==> src/rtl/popcount22_vecgen.sv <==
// rtl/popcount22_vecgen.sv - enumerates every N-bit vector of a given weight (Gosper order), optionally sweeping weights up to N
module popcount22_vecgen #(
    parameter int N  = 22,
    parameter int KW = 5,
    parameter int IW = 23
) (
    input  logic          clk,
    input  logic          rst,
    input  logic          start,
    input  logic [KW-1:0] k_in,
    input  logic          sweep,
    input  logic          abort,
    output logic [N-1:0]  vec_out,
    output logic [KW-1:0] ref_count,
    output logic          vec_valid,
    input  logic          vec_ready,
    output logic          vec_last,
    output logic [IW-1:0] vec_index,
    output logic          busy,
    output logic          done,
    output logic          err
);

    localparam logic [KW-1:0] NK = KW'(N);

    typedef enum logic [1:0] {
        S_IDLE,
        S_RUN,
        S_DONE
    } state_t;

    state_t        state, state_n;
    logic [N-1:0]  vec_r, vec_n;
    logic [KW-1:0] ref_r, ref_n;
    logic          valid_r, valid_n;
    logic [IW-1:0] idx_r, idx_n;
    logic          err_r, err_n;
    logic          sweep_r, sweep_n;
    logic          final_k;

    function automatic logic [N-1:0] low_ones(input logic [KW-1:0] k);
        low_ones = ~({N{1'b1}} << k);
    endfunction

    function automatic logic [N-1:0] high_ones(input logic [KW-1:0] k);
        high_ones = ~({N{1'b1}} >> k);
    endfunction

    // Smallest larger value with the same number of ones.
    function automatic logic [N-1:0] gosper_next(input logic [N-1:0] x);
        logic [N-1:0] c;
        logic [N-1:0] r;
        logic [N-1:0] s;
        int           tz;
        c  = x & (-x);
        r  = x + c;
        tz = 0;
        for (int i = N - 1; i >= 0; i--) begin
            if (x[i]) tz = i;
        end
        s = (x ^ r) >> 2;
        gosper_next = r | (s >> tz);
    endfunction

    assign final_k   = (vec_r == high_ones(ref_r));
    assign vec_out   = vec_r;
    assign ref_count = ref_r;
    assign vec_valid = valid_r;
    assign vec_index = idx_r;
    assign err       = err_r;
    assign busy      = (state == S_RUN);
    assign done      = (state == S_DONE);
    // In sweep mode only the all-ones vector closes the run.
    assign vec_last  = valid_r && (sweep_r ? (ref_r == NK) : final_k);

    always_ff @(posedge clk) begin
        if (rst) begin
            state   <= S_IDLE;
            vec_r   <= '0;
            ref_r   <= '0;
            valid_r <= 1'b0;
            idx_r   <= '0;
            err_r   <= 1'b0;
            sweep_r <= 1'b0;
        end else begin
            state   <= state_n;
            vec_r   <= vec_n;
            ref_r   <= ref_n;
            valid_r <= valid_n;
            idx_r   <= idx_n;
            err_r   <= err_n;
            sweep_r <= sweep_n;
        end
    end

    always_comb begin
        state_n = state;
        vec_n   = vec_r;
        ref_n   = ref_r;
        valid_n = valid_r;
        idx_n   = idx_r;
        err_n   = err_r;
        sweep_n = sweep_r;
        case (state)
            S_IDLE: begin
                if (start) begin
                    if (k_in > NK) begin
                        err_n = 1'b1;
                    end else begin
                        state_n = S_RUN;
                        vec_n   = low_ones(k_in);
                        ref_n   = k_in;
                        valid_n = 1'b1;
                        idx_n   = '0;
                        err_n   = 1'b0;
                        sweep_n = sweep;
                    end
                end
            end
            S_RUN: begin
                if (abort) begin
                    state_n = S_IDLE;
                    valid_n = 1'b0;
                end else if (valid_r && vec_ready) begin
                    idx_n = idx_r + IW'(1);
                    if (vec_last) begin
                        state_n = S_DONE;
                        valid_n = 1'b0;
                    end else if (final_k) begin
                        vec_n = low_ones(ref_r + KW'(1));
                        ref_n = ref_r + KW'(1);
                    end else begin
                        vec_n = gosper_next(vec_r);
                    end
                end
            end
            S_DONE: begin
                state_n = S_IDLE;
            end
            default: begin
                state_n = S_IDLE;
                valid_n = 1'b0;
            end
        endcase
    end

endmodule
==> config.mk <==
export PLATFORM = sky130hd
export DESIGN_NAME = popcount22_vecgen
export DESIGN_NICKNAME = d
export VERILOG_FILES = /design/src/rtl/popcount22_vecgen.sv
export SDC_FILE = /design/constraint.sdc
export NUM_CORES = 1
export LEC_CHECK = 0
export ABC_AREA = 1
export BUFFER_PORTS_ARGS = -buffer_cell sky130_fd_sc_hd__buf_2
export CAP_MARGIN = 0
export CORE_UTILIZATION = 40
export CTS_BUF_LIST = sky130_fd_sc_hd__clkbuf_8 sky130_fd_sc_hd__clkbuf_16
export DETAILED_ROUTE_END_ITERATION = 10
export SLEW_MARGIN = 20
export SYNTH_ARGS = -nofsm -noshare
export SYNTH_HDL_FRONTEND = slang
export SYNTH_SLANG_ARGS = --single-unit
==> constraint.sdc <==
create_clock -name clk -period 2.4 [get_ports clk]
set_input_delay 0.12 -clock clk [delete_from_list [all_inputs] [get_ports clk]]
set_output_delay 0.12 -clock clk [all_outputs]
set_load 0.05 [all_outputs]
Yosys cells after proc, flatten, opt, wreduce, memory -nomap -nowiden
Index checks and enable logic that the tools add are counted.
{"block": "op_classes", "addsub": 4, "shifts": 4, "bitwise_logic": 8, "eq_ne": 12, "n_lt_le_gt_ge": 1, "n_reduce_logical": 11, "muxes": 60}
{"op": "32-bit two-way mux", "count": 26}
{"op": "22-bit two-way mux", "count": 6}
{"op": "23-bit two-way mux", "count": 4}
{"op": "22-bit inverter", "count": 3}
{"op": "23-bit one-hot mux with 2 select lines", "count": 1}
{"op": "22-bit one-hot mux with 2 select lines", "count": 1}
{"op": "22-bit by 5-bit << shifter with 22-bit output, first input constant", "count": 2}
{"op": "5-bit two-way mux", "count": 7}
{"op": "20-bit by 32-bit right shift with 22-bit output", "count": 1}
{"op": "23-bit by 1-bit adder with 23-bit output, second input constant", "count": 1}
{"op": "22-bit adder", "count": 1}
{"op": "22-bit AND", "count": 1}
{"op": "22-bit == test", "count": 1}
{"op": "22-bit negation", "count": 1}
{"op": "22-bit bitwise OR", "count": 1}
{"op": "22-bit by 5-bit right shift with 22-bit output, first input constant", "count": 1}
{"op": "22-bit XOR", "count": 1}
{"op": "2-bit two-way mux", "count": 5}
{"op": "5-bit one-hot mux with 2 select lines", "count": 1}
{"op": "5-bit AND reduction", "count": 2}
{"op": "2-bit inequality test, second input constant", "count": 4}
{"op": "1-bit two-way mux", "count": 7}
{"op": "7-bit AND reduction", "count": 1}
{"op": "6-bit AND reduction", "count": 1}
{"op": "other kinds (17)", "count": 20}
{"block": "word_totals", "in_bits": 11, "elab_cells": 107, "regBits": 55, "output_inout_bits": 55}

Longest topological paths before layout
{"block": "logic_depth", "depth_word": 34, "mapped_depth": 32, "ltp_nobuf": 32}

Least setup slack after synthesis
No wires, ideal clock.
{"block": "synth_timing", "path_type": "register -> register", "from": "register ref_r[1] (netlist: ref_count[1])", "to": "register ref_r[4] (netlist: ref_count[4])", "required_time_ps": 2305, "slack_ps": -991, "setup_ps": 95, "arrival_time_ps": 3296, "period_less_slack_ps": 3391, "path_stages_with_launch": 20, "cell_sequence": "dfxtp_1 -> inv_1 -> ha_1 -> inv_1 -> nand2_1 -> a21oi_1 -> inv_1 -> nand2_1 -> nand2_1 -> inv_1 -> nand4_1 -> nor4b_1 -> nand3_1 -> o21ai_1 -> and2_1 -> nand2_1 -> nand2_1 -> buf_4 -> nor2_1 -> a221oi_1"}
{"block": "synth_via", "elab_chain_cells": 7}
{"item": "start: declaration", "line_no": "34", "text": "logic [KW-1:0] ref_r, ref_n;"}
{"item": "start signal: assignment", "line_no": "88", "text": "ref_r <= ref_n;"}
{"item": "22-bit by 5-bit right shift with 22-bit output", "line_no": "46", "text": "high_ones = ~({N{1'b1}} >> k);"}
{"item": "22-bit inverter", "line_no": "46"}
{"item": "22-bit == test", "line_no": "65", "text": "assign final_k = (vec_r == high_ones(ref_r));"}
{"item": "1-bit two-way mux *", "line_no": "74", "text": "assign vec_last = valid_r && (sweep_r ? (ref_r == NK) : final_k);"}
{"item": "1-bit logical AND *", "line_no": "74"}
{"item": "named net vec_last", "line_no": "17", "text": "output logic vec_last,"}
{"item": "2-bit inequality test (no line) *"}
{"item": "7-bit AND reduction (no line) *"}
The timed path passes the listed nets; every way through them passes the cells marked *. The select of a mux whose other input is x is not followed.
A chain may end at the register's enable or synchronous reset.

Worst setup path after layout
{"block": "layout_timing", "from": "register ref_r[0] (netlist: ref_count[0])", "to": "register vec_r[10] (netlist: vec_out[10])"}
{"block": "layout_via", "elab_chain_cells": 8}
{"item": "5-bit by 1-bit adder with 5-bit output / 22-bit by 5-bit right shift with 22-bit output (equally long branches)", "line_no": "130, 46"}
{"item": "22-bit by 5-bit << shifter with 22-bit output / 22-bit inverter (equally long branches)", "line_no": "42, 46"}
{"item": "22-bit inverter / 22-bit == test (equally long branches)", "line_no": "42, 65"}
{"item": "22-bit two-way mux", "line_no": "129", "text": "end else if (final_k) begin"}
{"item": "22-bit two-way mux", "line_no": "126", "text": "if (vec_last) begin"}
{"item": "22-bit two-way mux", "line_no": "124", "text": "end else if (valid_r && vec_ready) begin"}
{"item": "22-bit two-way mux", "line_no": "121", "text": "if (abort) begin"}
{"item": "22-bit one-hot mux with 2 select lines", "line_no": "104", "text": "case (state)"}
{"item": "end signal: assignment", "line_no": "87", "text": "vec_r <= vec_n;"}
{"item": "end: declaration", "line_no": "33", "text": "logic [N-1:0] vec_r, vec_n;"}
Parallel ways exist; a longest one is shown, timed or not. The select of a mux whose other input is x is not followed.

==> flow_summary.json <==
{
  "max-vdd-ir-drop_mv": 0.377,
  "die_area_um2": 16200,
  "post_dp_cell_area_um2": 8770,
  "wl_per_cell_um": 16.3,
  "synth_common_cells": "274 x nand2_1, 118 x inv_1, 109 x nand3_1",
  "finalSetupViolCount": 35,
  "ys_seq_elements": 55,
  "finalNetCount": 1447,
  "firstDrtPassIters": 7,
  "place.gp.congestion": 1.05,
  "cts_made_buffers": 5,
  "htree_levels": 2,
  "drive_gt1_share_pct": 46.9,
  "rsz0062_at_grt": "yes",
  "syn_area_um2": 6290,
  "synthMostInstantiatedCell": "nand2_1",
  "port-buffer-count": 65,
  "worstMarginPinSlew_ps": 1010,
  "multi_input_area_um2": 5300,
  "fin_crit_ps": 2850,
  "cts_max_path_buffers": 2,
  "maxCapViolCount": 0,
  "fin_tns_setup_ps": -12270,
  "r2r_setup_slack_ps": -450,
  "die_h_um": 127,
  "path_max_fanout": 4,
  "ys_seq_area_share_pct": 17.5,
  "synth_top_area_share_pct": 17.5,
  "min_path_cells": 2,
  "synth_cells": 1097,
  "area_growth_pct": 61.8,
  "grt_remaining_overflow": 0,
  "antenna_found_initial": 0,
  "grt_max_degree": 28,
  "drc": 0,
  "synth.avg_cell_area_um2": 5.73,
  "num_vias": 8760,
  "drt_iter0_markers": 884,
  "finalHoldViolCount": 0,
  "synth-edff-count": 0,
  "coreArea_um2": 15300,
  "place_ws_ps": -596,
  "synthDistinctLibCells": 56,
  "cts_root_buf": "clkbuf_16",
  "start_util_pct": 41.2,
  "outcome": "finished, violations left",
  "io_pins": 66,
  "yosys.area.top_type": "dfxtp_1",
  "worstHoldPathType": "input port to flop",
  "antenna_left": 0,
  "async_flop_share_pct": 0,
  "vias_per_cell": 5.34,
  "synth_nets": 1116,
  "synthFlopType": "dfxtp_1",
  "criticalPathCategory": "flop to flop",
  "ys_warn_count": 0,
  "grt_use_total_pct": 32.3,
  "die_w_um": 127,
  "crit_path_end_kind": "flop",
  "power.total_w": 0.00689,
  "fin_worst_skew_ps": 9.94,
  "final_area_um2": 10200,
  "violations": "setup timing",
  "crit_required_ps": 2630,
  "period_share_pct": 119,
  "area.sequential_um2": 1160,
  "worstPathArrival_ps": 3080,
  "cts_tree": "built",
  "hold_path_end": "state[1]$_SDFFE_PP0P_",
  "clock.fmax_mhz": 351,
  "wl_mm": 26.7,
  "hpwl_mm": 21.0,
  "ctsHoldBuffers": 0,
  "num_rows": 45,
  "diodes": 0,
  "power_density_nw_per_um2": 677,
  "clk_pin_slew_worst_paths_ps": 70,
  "fillCellCount": 1405,
  "clkSinkCount": 55,
  "r2r_cells": 19,
  "r2r-start": "ref_count[0]$_SDFFE_PP0P_",
  "worstSkewPairLatency_ps": 300,
  "p_leak_nw": 5.14,
  "grt_pass1_wl_mm": 41.1,
  "drv_slew": 0,
  "slew_headroom_pct": 32.6,
  "ys_top_cells_by_area": "dfxtp_1 18%, nand2_1 16%, nand3_1 8.7%, inv_1 7.0%, a21oi_1 6.4%",
  "startpoint_type": "flop",
  "hp-start": "abort",
  "holdWs_ps": 50.3,
  "reg2reg_to": "vec_out[10]$_SDFFE_PP0P_",
  "timing.final.ws_setup_ps": -451,
  "grt_pass1_vias": 8192
}
## logic make-up after synthesis
group / after synthesis / share of synthesized area (%)
AOI/OAI and AO/OA: 207 / 19.2
xor gates and xnor gates: 24 / 3.34
adders and majority gates: 8 / 1.59
buffers and inverters: 187 / 12.0
DFF: 55 / 17.5
and+or+nand+nor: 616 / 46.4
## layout by cell type, fill, tap and decap left out, types with 19 or more instances in the layout
master	instances
nand3_2	31
buf_4	276
nand2_2	52
nor2_4	24
nand4_1	24
inv_2	35
nand2_4	19
nand2_1	226
nand3_1	84
o21ai_1	20
o21ai_2	20
o21ai_0	38
buf_2	64
a21oi_2	19
nor2_1	86
xor2_1	19
inv_1	103
dfxtp_2	23
a21oi_1	65
dfxtp_1	24
## per-layer routing
layer / vias to the layer above / share of wire [%] / GRT usage, %
met2: 341 / 47 / 54.7
met4: 0 / 5.1 / 16.0
met5: - / 0 / 0
met1: 4030 / 42 / 40.7
met3: 83 / 6.0 / 3.56
li1: 4306 / - / -
## power breakdown
part | internal (W) | switching (W)
clock | 0.000497 | 0.000354
sequential | 0.00101 | 0.0000862
combinational | 0.00193 | 0.00301
total | 0.00344 | 0.00345
## worst max-delay path: stages (launching register included)
cell and delay, ps:
dfxtp_4 390, ha_4 170, inv_4 40, ha_4 160, nand2_4 80, nand2_4 50
xor2_2 140, inv_1 90, nand4_1 110, nor4b_2 310, nand3_1 200, o21ai_2 180
and2_4 190, nand2_4 70, nand2_8 110, buf_6 130, buf_12 100, buf_6 90
nor3_2 40, a21oi_1 140
## cell type report
| class | instances | area share, % |
|---|---|---|
| clock inverters | 3 | 0.455 |
| well taps | 211 | 2.60 |
| multi-input cells | 855 | 52.1 |
| clock buffers | 5 | 1.23 |
| inverters | 151 | 5.85 |
| flip-flops and latches | 55 | 11.4 |
| repair buffers | 360 | 26.4 |
## through the flow
step	instances	util [%]
after CTS	1625	63.3
after detailed placement	1585	57.5
final	1640	66.7
after floorplan	1097	-
after global placement	1585	57.5
after global routing	1640	66.7
## state kept, by name, indices dropped and copies added (netlist names)
register / count
ref_count: 5
sweep_r: 1
err: 1
state: 2
vec_valid: 1
vec_out: 22
vec_index: 23
## worst max path at each step
stage,to,start,cells past startpoint
after detailed placement,ref_count[1]$_SDFFE_PP0P_,ref_count[0]$_SDFFE_PP0P_,18
final,vec_out[10]$_SDFFE_PP0P_,ref_count[0]$_SDFFE_PP0P_,19
after global routing,vec_out[12]$_SDFFE_PP0P_,vec_out[5]$_SDFFE_PP0P_,25
after floorplan,ref_count[1]$_SDFFE_PP0P_,ref_count[1]$_SDFFE_PP0P_,21
after CTS,vec_out[16]$_SDFFE_PP0P_,vec_out[2]$_SDFFE_PP0P_,25
after global placement,vec_out[18]$_SDFFE_PP0P_,ref_count[0]$_SDFFE_PP0P_,16
## timing repair
action,4_1_cts,5_1_grt
resized for setup,118,111
pin swaps,59,81
buffers inserted,32,18
endpoints found under the setup margin,36,40
Note: power is estimated with default switching activity, not from simulation.
